## src/rtl/prog_loader_pkg.sv

```systemverilog
// Shared types for the program loader: state codes and data widths.
// Imported by byte_packer and prog_loader.
package prog_loader_pkg;

  localparam int BYTE_W  = 8;
  localparam int INSTR_W = 16;

  typedef enum logic [3:0] {
    IDLE = 4'd0,
    HI   = 4'd1,
    LO   = 4'd2,
    WR   = 4'd3,
    REL  = 4'd4,
    RUN  = 4'd5,
    HALT = 4'd6,
    CK   = 4'd7,
    ERR  = 4'd8
  } state_t;

endpackage

```

## src/rtl/prog_loader_byte_packer.sv

```systemverilog
// Packs two bytes big-endian into one instruction word.
// Ports: clk, rst (sync, low), take_hi/take_lo, byte_in, word, word_valid.
module byte_packer
  import prog_loader_pkg::*;
(
  input  logic               clk,
  input  logic               rst,
  input  logic               take_hi,
  input  logic               take_lo,
  input  logic [BYTE_W-1:0]  byte_in,
  output logic [INSTR_W-1:0] word,
  output logic               word_valid
);

  always_ff @(posedge clk) begin
    if (!rst) begin
      word       <= '0;
      word_valid <= 1'b0;
    end else begin
      word_valid <= take_lo;
      if (take_hi)
        word[15:8] <= byte_in;
      if (take_lo)
        word[7:0] <= byte_in;
    end
  end

endmodule

```

## src/rtl/prog_loader.sv

```systemverilog
// Byte-stream program loader: writes WORDS instruction words, then
// releases the core's PC and tracks run/halt. Option: LOADER_CHECKSUM_EN.
module prog_loader
  import prog_loader_pkg::*;
#(
  parameter int WORDS = 8,
  parameter int AW    = 3
) (
  input  logic               clk,
  input  logic               rst,
  input  logic               start,
  input  logic [BYTE_W-1:0]  byte_in,
  input  logic               byte_valid,
  output logic               byte_ready,
  output logic [INSTR_W-1:0] ext_data,
  output logic               ext_we,
  output logic [AW-1:0]      load_addr,
  output logic               PC_rst,
  input  logic               cpu_done,
  output logic               busy,
  output logic               running,
`ifdef LOADER_CHECKSUM_EN
  output logic               err,
`endif
  output logic               halted
);

  state_t state_q, state_d;
  logic   hs, take_hi, take_lo, last;

  // start wins over a simultaneous handshake
  assign hs      = byte_valid & byte_ready & ~start;
  assign take_hi = hs & (state_q == HI);
  assign take_lo = hs & (state_q == LO);
  assign last    = load_addr == AW'(WORDS - 1);

  byte_packer u_packer (
    .clk        (clk),
    .rst        (rst),
    .take_hi    (take_hi),
    .take_lo    (take_lo),
    .byte_in    (byte_in),
    .word       (ext_data),
    .word_valid (ext_we)
  );

`ifdef LOADER_CHECKSUM_EN
  logic [BYTE_W-1:0] csum_q;
  logic              ck_hs;

  assign ck_hs = hs & (state_q == CK);
  assign err   = state_q == ERR;

  always_ff @(posedge clk) begin
    if (!rst)
      csum_q <= '0;
    else if (start)
      csum_q <= '0;
    else if (take_hi | take_lo)
      csum_q <= csum_q ^ byte_in;
  end
`endif

  always_ff @(posedge clk) begin
    if (!rst)
      state_q <= IDLE;
    else
      state_q <= state_d;
  end

  always_ff @(posedge clk) begin
    if (!rst)
      load_addr <= '0;
    else if (start)
      load_addr <= '0;
    else if (state_q == WR && !last)
      load_addr <= load_addr + 1'b1;
  end

  always_comb begin
    state_d = state_q;
    if (start) begin
      state_d = HI;
    end else begin
      unique case (state_q)
        IDLE: state_d = IDLE;
        HI:   if (hs) state_d = LO;
        LO:   if (hs) state_d = WR;
`ifdef LOADER_CHECKSUM_EN
        WR:   state_d = last ? CK : HI;
        CK:   if (ck_hs)
                state_d = (byte_in == csum_q) ? REL : ERR;
        ERR:  state_d = ERR;
`else
        WR:   state_d = last ? REL : HI;
`endif
        REL:  state_d = RUN;
        RUN:  if (cpu_done) state_d = HALT;
        HALT: state_d = HALT;
        default: state_d = IDLE;
      endcase
    end
  end

  always_comb begin
    byte_ready = 1'b0;
    PC_rst     = 1'b1;
    busy       = 1'b0;
    running    = 1'b0;
    halted     = 1'b0;
    unique case (state_q)
      HI, LO: begin
        byte_ready = 1'b1;
        busy       = 1'b1;
      end
      WR, REL: busy = 1'b1;
`ifdef LOADER_CHECKSUM_EN
      CK: begin
        byte_ready = 1'b1;
        busy       = 1'b1;
      end
`endif
      RUN: begin
        PC_rst  = 1'b0;
        running = 1'b1;
      end
      HALT: begin
        PC_rst = 1'b0;
        halted = 1'b1;
      end
      default: ;
    endcase
  end

endmodule

```

## config.mk

```make
export PLATFORM = sky130hd
export DESIGN_NAME = prog_loader
export DESIGN_NICKNAME = d
export VERILOG_FILES = /design/src/rtl/prog_loader_pkg.sv /design/src/rtl/prog_loader_byte_packer.sv /design/src/rtl/prog_loader.sv
export SDC_FILE = /design/constraint.sdc
export NUM_CORES = 1
export LEC_CHECK = 0
export ABC_AREA = 1
export CORE_MARGIN = 2
export CORE_UTILIZATION = 43
export DETAILED_ROUTE_END_ITERATION = 7
export MAX_ROUTING_LAYER = met4
export PLACE_DENSITY = 0.77
export SLEW_MARGIN = 5
export SYNTH_ARGS = -nofsm -noshare
export SYNTH_HDL_FRONTEND = slang
export SYNTH_HIERARCHICAL = 1
export SYNTH_SLANG_ARGS = --single-unit
```

## constraint.sdc

```tcl
create_clock -name clk -period 1.8 [get_ports clk]
set_input_delay 0.36 -clock clk [delete_from_list [all_inputs] [get_ports clk]]
set_output_delay 0.36 -clock clk [all_outputs]
set_load 0.02 [all_outputs]
```

# Yosys cells after proc, flatten, opt, wreduce, memory -nomap -nowiden
# Index checks and enable logic that the tools add are counted.
# W data, S select, Z words.
dict set report classes {
  n_eq_ne 13
  bitwise_logic 6
  mux 11
  reduce_logical 8
  n_addsub 1
}
# operator n
set ops {}
lappend ops {{$pmux W4 S6} 1}
lappend ops {{$eq A4 B3 Y1 const B} 3}
lappend ops {{$mux W4} 3}
lappend ops {{$ne A3 B3 Y1 const B} 3}
lappend ops {{$eq A4 B2 Y1 const B} 2}
lappend ops {{$mux W1} 6}
lappend ops {{$ne A2 B2 Y1 const B} 3}
lappend ops {{$reduce_and A3 Y1} 2}
lappend ops {{$reduce_or A2 Y1} 3}
lappend ops {{$and A1 B1 Y1} 4}
lappend ops {{$eq A4 B1 Y1 const B} 1}
lappend ops {{$reduce_or A4 Y1} 1}
lappend ops {{$add A3 B1 Y3 const B} 1}
lappend ops {{$eq A3 B3 Y1 const B} 1}
lappend ops {{$mux W3} 1}
lappend ops {{$not A1 Y1} 2}
lappend ops {{$logic_and A1 B1 Y1} 1}
lappend ops {{$logic_not A1 Y1} 1}
dict set report totals {
  input_bits 13
  elab_cells 45
  ff_bits 24
}

# Longest topological paths before layout
# Gate-level depths: netlist of run 1.
dict set report depth {
  ltp_word 8
  ltp_mapped 10
}

# Cells and area by module
# The synthesis of run 1 kept the hierarchy.
# mod instances area_each_um2 cells_per_inst
set modules_own_cells {}
lappend modules_own_cells {byte_packer 1 699.4 97}
lappend modules_own_cells {prog_loader 1 366.6 58}

# Worst setup path after synthesis of run 1
# No wires, ideal clock.
dict set report synth_timing {
  kind {flip-flop to flip-flop}
  start {register state_q[2]}
  end {register u_packer.word[6]}
  path_stages_with_launch 11
  synth_period_minus_slack_ns 1.398
  slack_ns 0.402
  setup_time_ns 0.113
  t_arrival_ns 1.285
  path_cell_list {dfxtp_1 -> inv_2 -> nand3_1 -> nand2_2 -> nand3_2 -> nor2_1 -> buf_6 -> buf_8 -> nand2_2 -> nand2_1 -> nor2_1}
}
dict set report synth_via {
  elab_chain_len 6
}
# item line_no
set synth_lines {}
lappend synth_lines {{from (decl)} prog_loader.sv:28} ;# state_t state_q, state_d;
lappend synth_lines {{from (signal assigned)} prog_loader.sv:68} ;# state_q <= state_d;
lappend synth_lines {{$eq A4 B1 Y1 or $eq A4 B2 Y1 (tied branches)} prog_loader.sv:111} ;# unique case (state_q)
lappend synth_lines {{$reduce_or A2 Y1 (*)} prog_loader.sv:111}
lappend synth_lines {{$mux W1 (*)} prog_loader.sv:111}
lappend synth_lines {{net byte_ready} prog_loader.sv:14} ;# output logic byte_ready,
lappend synth_lines {{$and A1 B1 Y1 (*) (2 in series)} prog_loader.sv:32} ;# assign hs = byte_valid & byte_ready & ~start;
lappend synth_lines {{$and A1 B1 Y1 (*)} prog_loader.sv:34} ;# assign take_lo = hs & (state_q == LO);
lappend synth_lines {{net take_lo} prog_loader.sv:29} ;# logic hs, take_hi, take_lo, last;
lappend synth_lines {{to (signal assigned)} prog_loader_byte_packer.sv:24} ;# word[7:0] <= byte_in;
lappend synth_lines {{to (decl)} prog_loader_byte_packer.sv:11} ;# output logic [INSTR_W-1:0] word,
# The timed path passes the listed nets; every way through them passes the cells marked *.
# A chain may end at the register's enable or synchronous reset.

# Final worst setup path of run 1
dict set report layout_timing {
  start {register load_addr[0]}
  end {output port load_addr[0]}
}
# item line_no
set layout_lines {}
lappend layout_lines {{from (decl)} prog_loader.sv:17} ;# output logic [AW-1:0] load_addr,
lappend layout_lines {{from (signal assigned)} prog_loader.sv:77} ;# load_addr <= load_addr + 1'b1;
# No word-level cell between the ends.

==> results of run 1 <==
metrics by stage:
| stage | total power, mW | setup slack [ns] | utilization | hold WS [ns] |
|---|---|---|---|---|
| after floorplan | 0.601 | 0.402 | - | 0.495 |
| after global placement | 0.650 | 0.141 | 0.590 | 0.459 |
| after detailed placement | 0.652 | 0.0822 | 0.590 | 0.463 |
| after CTS | 0.885 | 0.0121 | 0.600 | 0.481 |
| after global routing | 0.913 | 0.0308 | 0.596 | 0.502 |
| final | 0.871 | 0.127 | 0.596 | 0.480 |
placed cells by master, fill, tap and decap left out:
master | netlist | layout
sky130_fd_sc_hd__nor2_1 | 44 | 44
sky130_fd_sc_hd__nand2_1 | 42 | 42
sky130_fd_sc_hd__clkdlybuf4s50_1 | 0 | 32
sky130_fd_sc_hd__dfxtp_1 | 23 | 21
sky130_fd_sc_hd__inv_1 | 16 | 16
sky130_fd_sc_hd__nand3_1 | 5 | 5
sky130_fd_sc_hd__nand2_2 | 4 | 4
sky130_fd_sc_hd__o21ai_0 | 3 | 3
sky130_fd_sc_hd__clkbuf_4 | 0 | 3
sky130_fd_sc_hd__clkbuf_2 | 0 | 3
sky130_fd_sc_hd__buf_4 | 1 | 3
sky130_fd_sc_hd__inv_2 | 2 | 2
sky130_fd_sc_hd__nor2_2 | 2 | 2
sky130_fd_sc_hd__nand4_1 | 2 | 2
sky130_fd_sc_hd__a21oi_1 | 2 | 2
sky130_fd_sc_hd__ha_1 | 2 | 2
sky130_fd_sc_hd__dlygate4sd2_1 | 0 | 2
sky130_fd_sc_hd__dfxtp_2 | 0 | 2
sky130_fd_sc_hd__nand3_2 | 1 | 1
sky130_fd_sc_hd__a31oi_1 | 1 | 1
sky130_fd_sc_hd__clkinv_2 | 0 | 1
kinds of logic after synthesis:
| group | share of synthesized area |
|---|---|
| AND/OR/NAND/NOR | 0.383 |
| buffers and inverters | 0.133 |
| flip-flops | 0.432 |
| AO/OA/AOI/OAI | 0.0293 |
| adder cells (fa/ha/maj) | 0.0235 |
area by class of cell:
class | instances | area, um2
clock buffer | 3 | 22.5
multi-input combinational | 108 | 464
sequential | 23 | 463
clock inverter | 1 | 5.00
tap | 30 | 37.5
fill | 241 | 975
timing repair buffer | 40 | 375
inverter | 18 | 67.6
power groups by stage:
stage / Sequential (mW) / Clock, mW / Combinational, mW
after CTS: 0.522 / 0.247 / 0.117
after global routing: 0.524 / 0.262 / 0.127
after global placement: 0.533 / 0 / 0.117
after floorplan: 0.538 / 0 / 0.0624
final: 0.523 / 0.233 / 0.115
after detailed placement: 0.533 / 0 / 0.119
timing repair:
action	4_1_cts	5_1_grt
hold buffers	0	0
resized for setup	6	7
endpoints found under the setup margin	5	4
per-layer routing:
layer,part of all wire,routed length [um],global-route usage
met3,0.077,183,0.0361
met4,0.012,28,0.0684
met1,0.41,980,0.207
met2,0.50,1180,0.315
met5,0,0,-
final timing paths:
check	end	slack, ns	depth (start not counted)
worst max register to register	u_packer/word[0]	0.35	9
worst min register to register	u_packer/word[5]	0.48	2
worst max-delay path	load_addr[0]	0.13	1
worst min-delay path	u_packer/word[5]	0.48	2
flip-flops by register name (all words and copies together), names as in the netlist:
signal,count
u_packer/word,16
load_addr,3
state_q,3
u_packer/word_valid,1
==> implementation parameters, run 1 <==
Parameter                              Value

Status
  Run status    finished, final reports clean

Worst setup path
  Cells along the critical path    clkdlybuf4s50_1
  Critical-path cell with the highest stage delay    sky130_fd_sc_hd__clkdlybuf4s50_1
  Worst Setup Path Type    reg -> out
  Critical Path Start    load_addr[0]
  Family with the most delay on the worst path    buffers and inverters
  Buf+Inv Stages, Crit Path    1
  Max stage delay on crit path    around 0.62 ns
  Crit path arrival time    between 1 and 1.5 ns
  Critical Path Source Type    flip-flop
  Highest fanout seen on the critical path    4
  Worst Setup End Kind    output pin
  Launching point of the worst reg2reg path    state_q[2]
  Worst Path Required    roughly 1.4 ns

CTS
  Number of clock sinks    23
  TritonCTS clock tree    built
  Post-CTS setup-driven buffer insertion count    0
  Number of buffers created by CTS    3
  H-Tree Level Count    1
  Clock root buffer    sky130_fd_sc_hd__clkbuf_4
  Clock insertion delay at the later pin of the skew report    ~0.3 ns
  Maximum buffer depth of the clock tree    2
  Clock-pin slew reported for the worst setup and hold paths after clock tree synthesis    0.13 ns

Placement
  Placed standard-cell area    0.00142 mm2
  Detailed placement HPWL    approximately 1800 um
  # port buffers    37
  Placer Congestion    0.742
  Placed insts    about 220

Floorplanning
  Starting density of the core    0.442
  Die Footprint    0.00289 mm2
  Number of top-level pins    38
  Total number of placement rows    18
  Die span in y    53.8 um
  Die width    53.8 um
  Placeable core area    between 0.002 and 0.0025 mm2

Synth
  Post-synthesis cell type with the largest combined area    sky130_fd_sc_hd__dfxtp_1
  Post-Synthesis Cell Area    ~0.0011 mm2
  Cell types with the highest counts after synthesis    44 x sky130_fd_sc_hd__nor2_1, 42 x sky130_fd_sc_hd__nand2_1, 23 x sky130_fd_sc_hd__dfxtp_1, 16 x sky130_fd_sc_hd__inv_1, 5 x sky130_fd_sc_hd__nand3_1
  Flop and latch count out of synthesis    23
  Commonest register cell after synthesis    sky130_fd_sc_hd__dfxtp_1
  Top-area cell type share of the netlist area    0.432
  Leading cell types by total area after synthesis    sky130_fd_sc_hd__dfxtp_1 43%, sky130_fd_sc_hd__nor2_1 15%, sky130_fd_sc_hd__nand2_1 15%
  Most used standard cell by instance count after synthesis    sky130_fd_sc_hd__nor2_1
  Async SR Flop Fraction    0
  Post-synth net total    between 150 and 200
  Share of the yosys chip area belonging to registers    0.432
  Yosys warning count    6
  Post-synthesis instance total    155
  Distinct cell type count after synthesis    18
  Number of enable-type register cells in the synthesized netlist    0
  Mean instance size in the synthesized netlist    slightly below 7 um2

Worst hold path
  Class of the worst hold path    reg -> reg
  Min-Delay Startpoint    u_packer/word[5]

Power
  Switching pwr    218 uW
  Internal portion of total power    ~650 uW
  Switching power share of the total    0.250
  Clock power frac    0.268
  Combinational fraction of design power    0.132
  Proportion of power drawn by flip-flops and latches    0.600
  Power per standard cell area    607 mW/mm2
  Static power due to leakage    roughly 0.66 nW
  Max IR drop VDD    about 0.00034 V

STA
  FMAX    0.598 GHz
  TNS Setup    0 ns
  Number of endpoints with negative hold slack in the final report    0
  Unrepaired setup endpoints after global routing    false
  Final period utilization    0.930
  Setup-violating endpoint count in the final report    0
  Count of pins over their slew limit    0
  Worst-case clock skew    around 0.0024 ns
  Slew of the pin with the lowest slew margin    0.323 ns
  Minimum clock period    ~1.7 ns
  Worst slew margin relative to its limit    0.784

Global route
  Pin count of the biggest net entering global routing    18
  Number of antenna violations at the first check in global routing    0
  Global-route wire length before repair    around 3800 um
  Vias in the first global route    975
  Total grt overflow    0
  Total GRT Usage    0.183

Detailed routing
  DRC marker count from the first detailed-route iteration    16
  Post-route ant nets    0
  Number of vias per cell    4.71
  Total wire length    2370 um
  DRC violations left    0
  Mean routed wirelength per cell    10.6 um
  Number of iterations in the first detailed-routing pass    4
  Via total after detailed routing    approximately 1100

Layout
  Net count, final    approximately 210
  Layout cells sized above 1    0.109
  Number of antenna diodes    0
  Area growth, synth to finish    34.6%
  Post-route cell area    about 0.0014 mm2
  Non-filler cells, final    223

Run
  Number of maximum-capacitance violations    0
(Power assumes the default switching activity.)
==> inputs of run 2 (changes only) <==
Settings changed: CAP_MARGIN set to 15.
==> results of run 2 <==
Same layout as run 1: the final DEF is identical, and so are final timing and power.
==> inputs of run 3 (changes only) <==
Settings changed: CAP_MARGIN 15 to 0, CTS_CLUSTER_SIZE set to 25.
==> results of run 3 <==
Same layout as run 1: the final DEF is identical, and so are final timing and power.
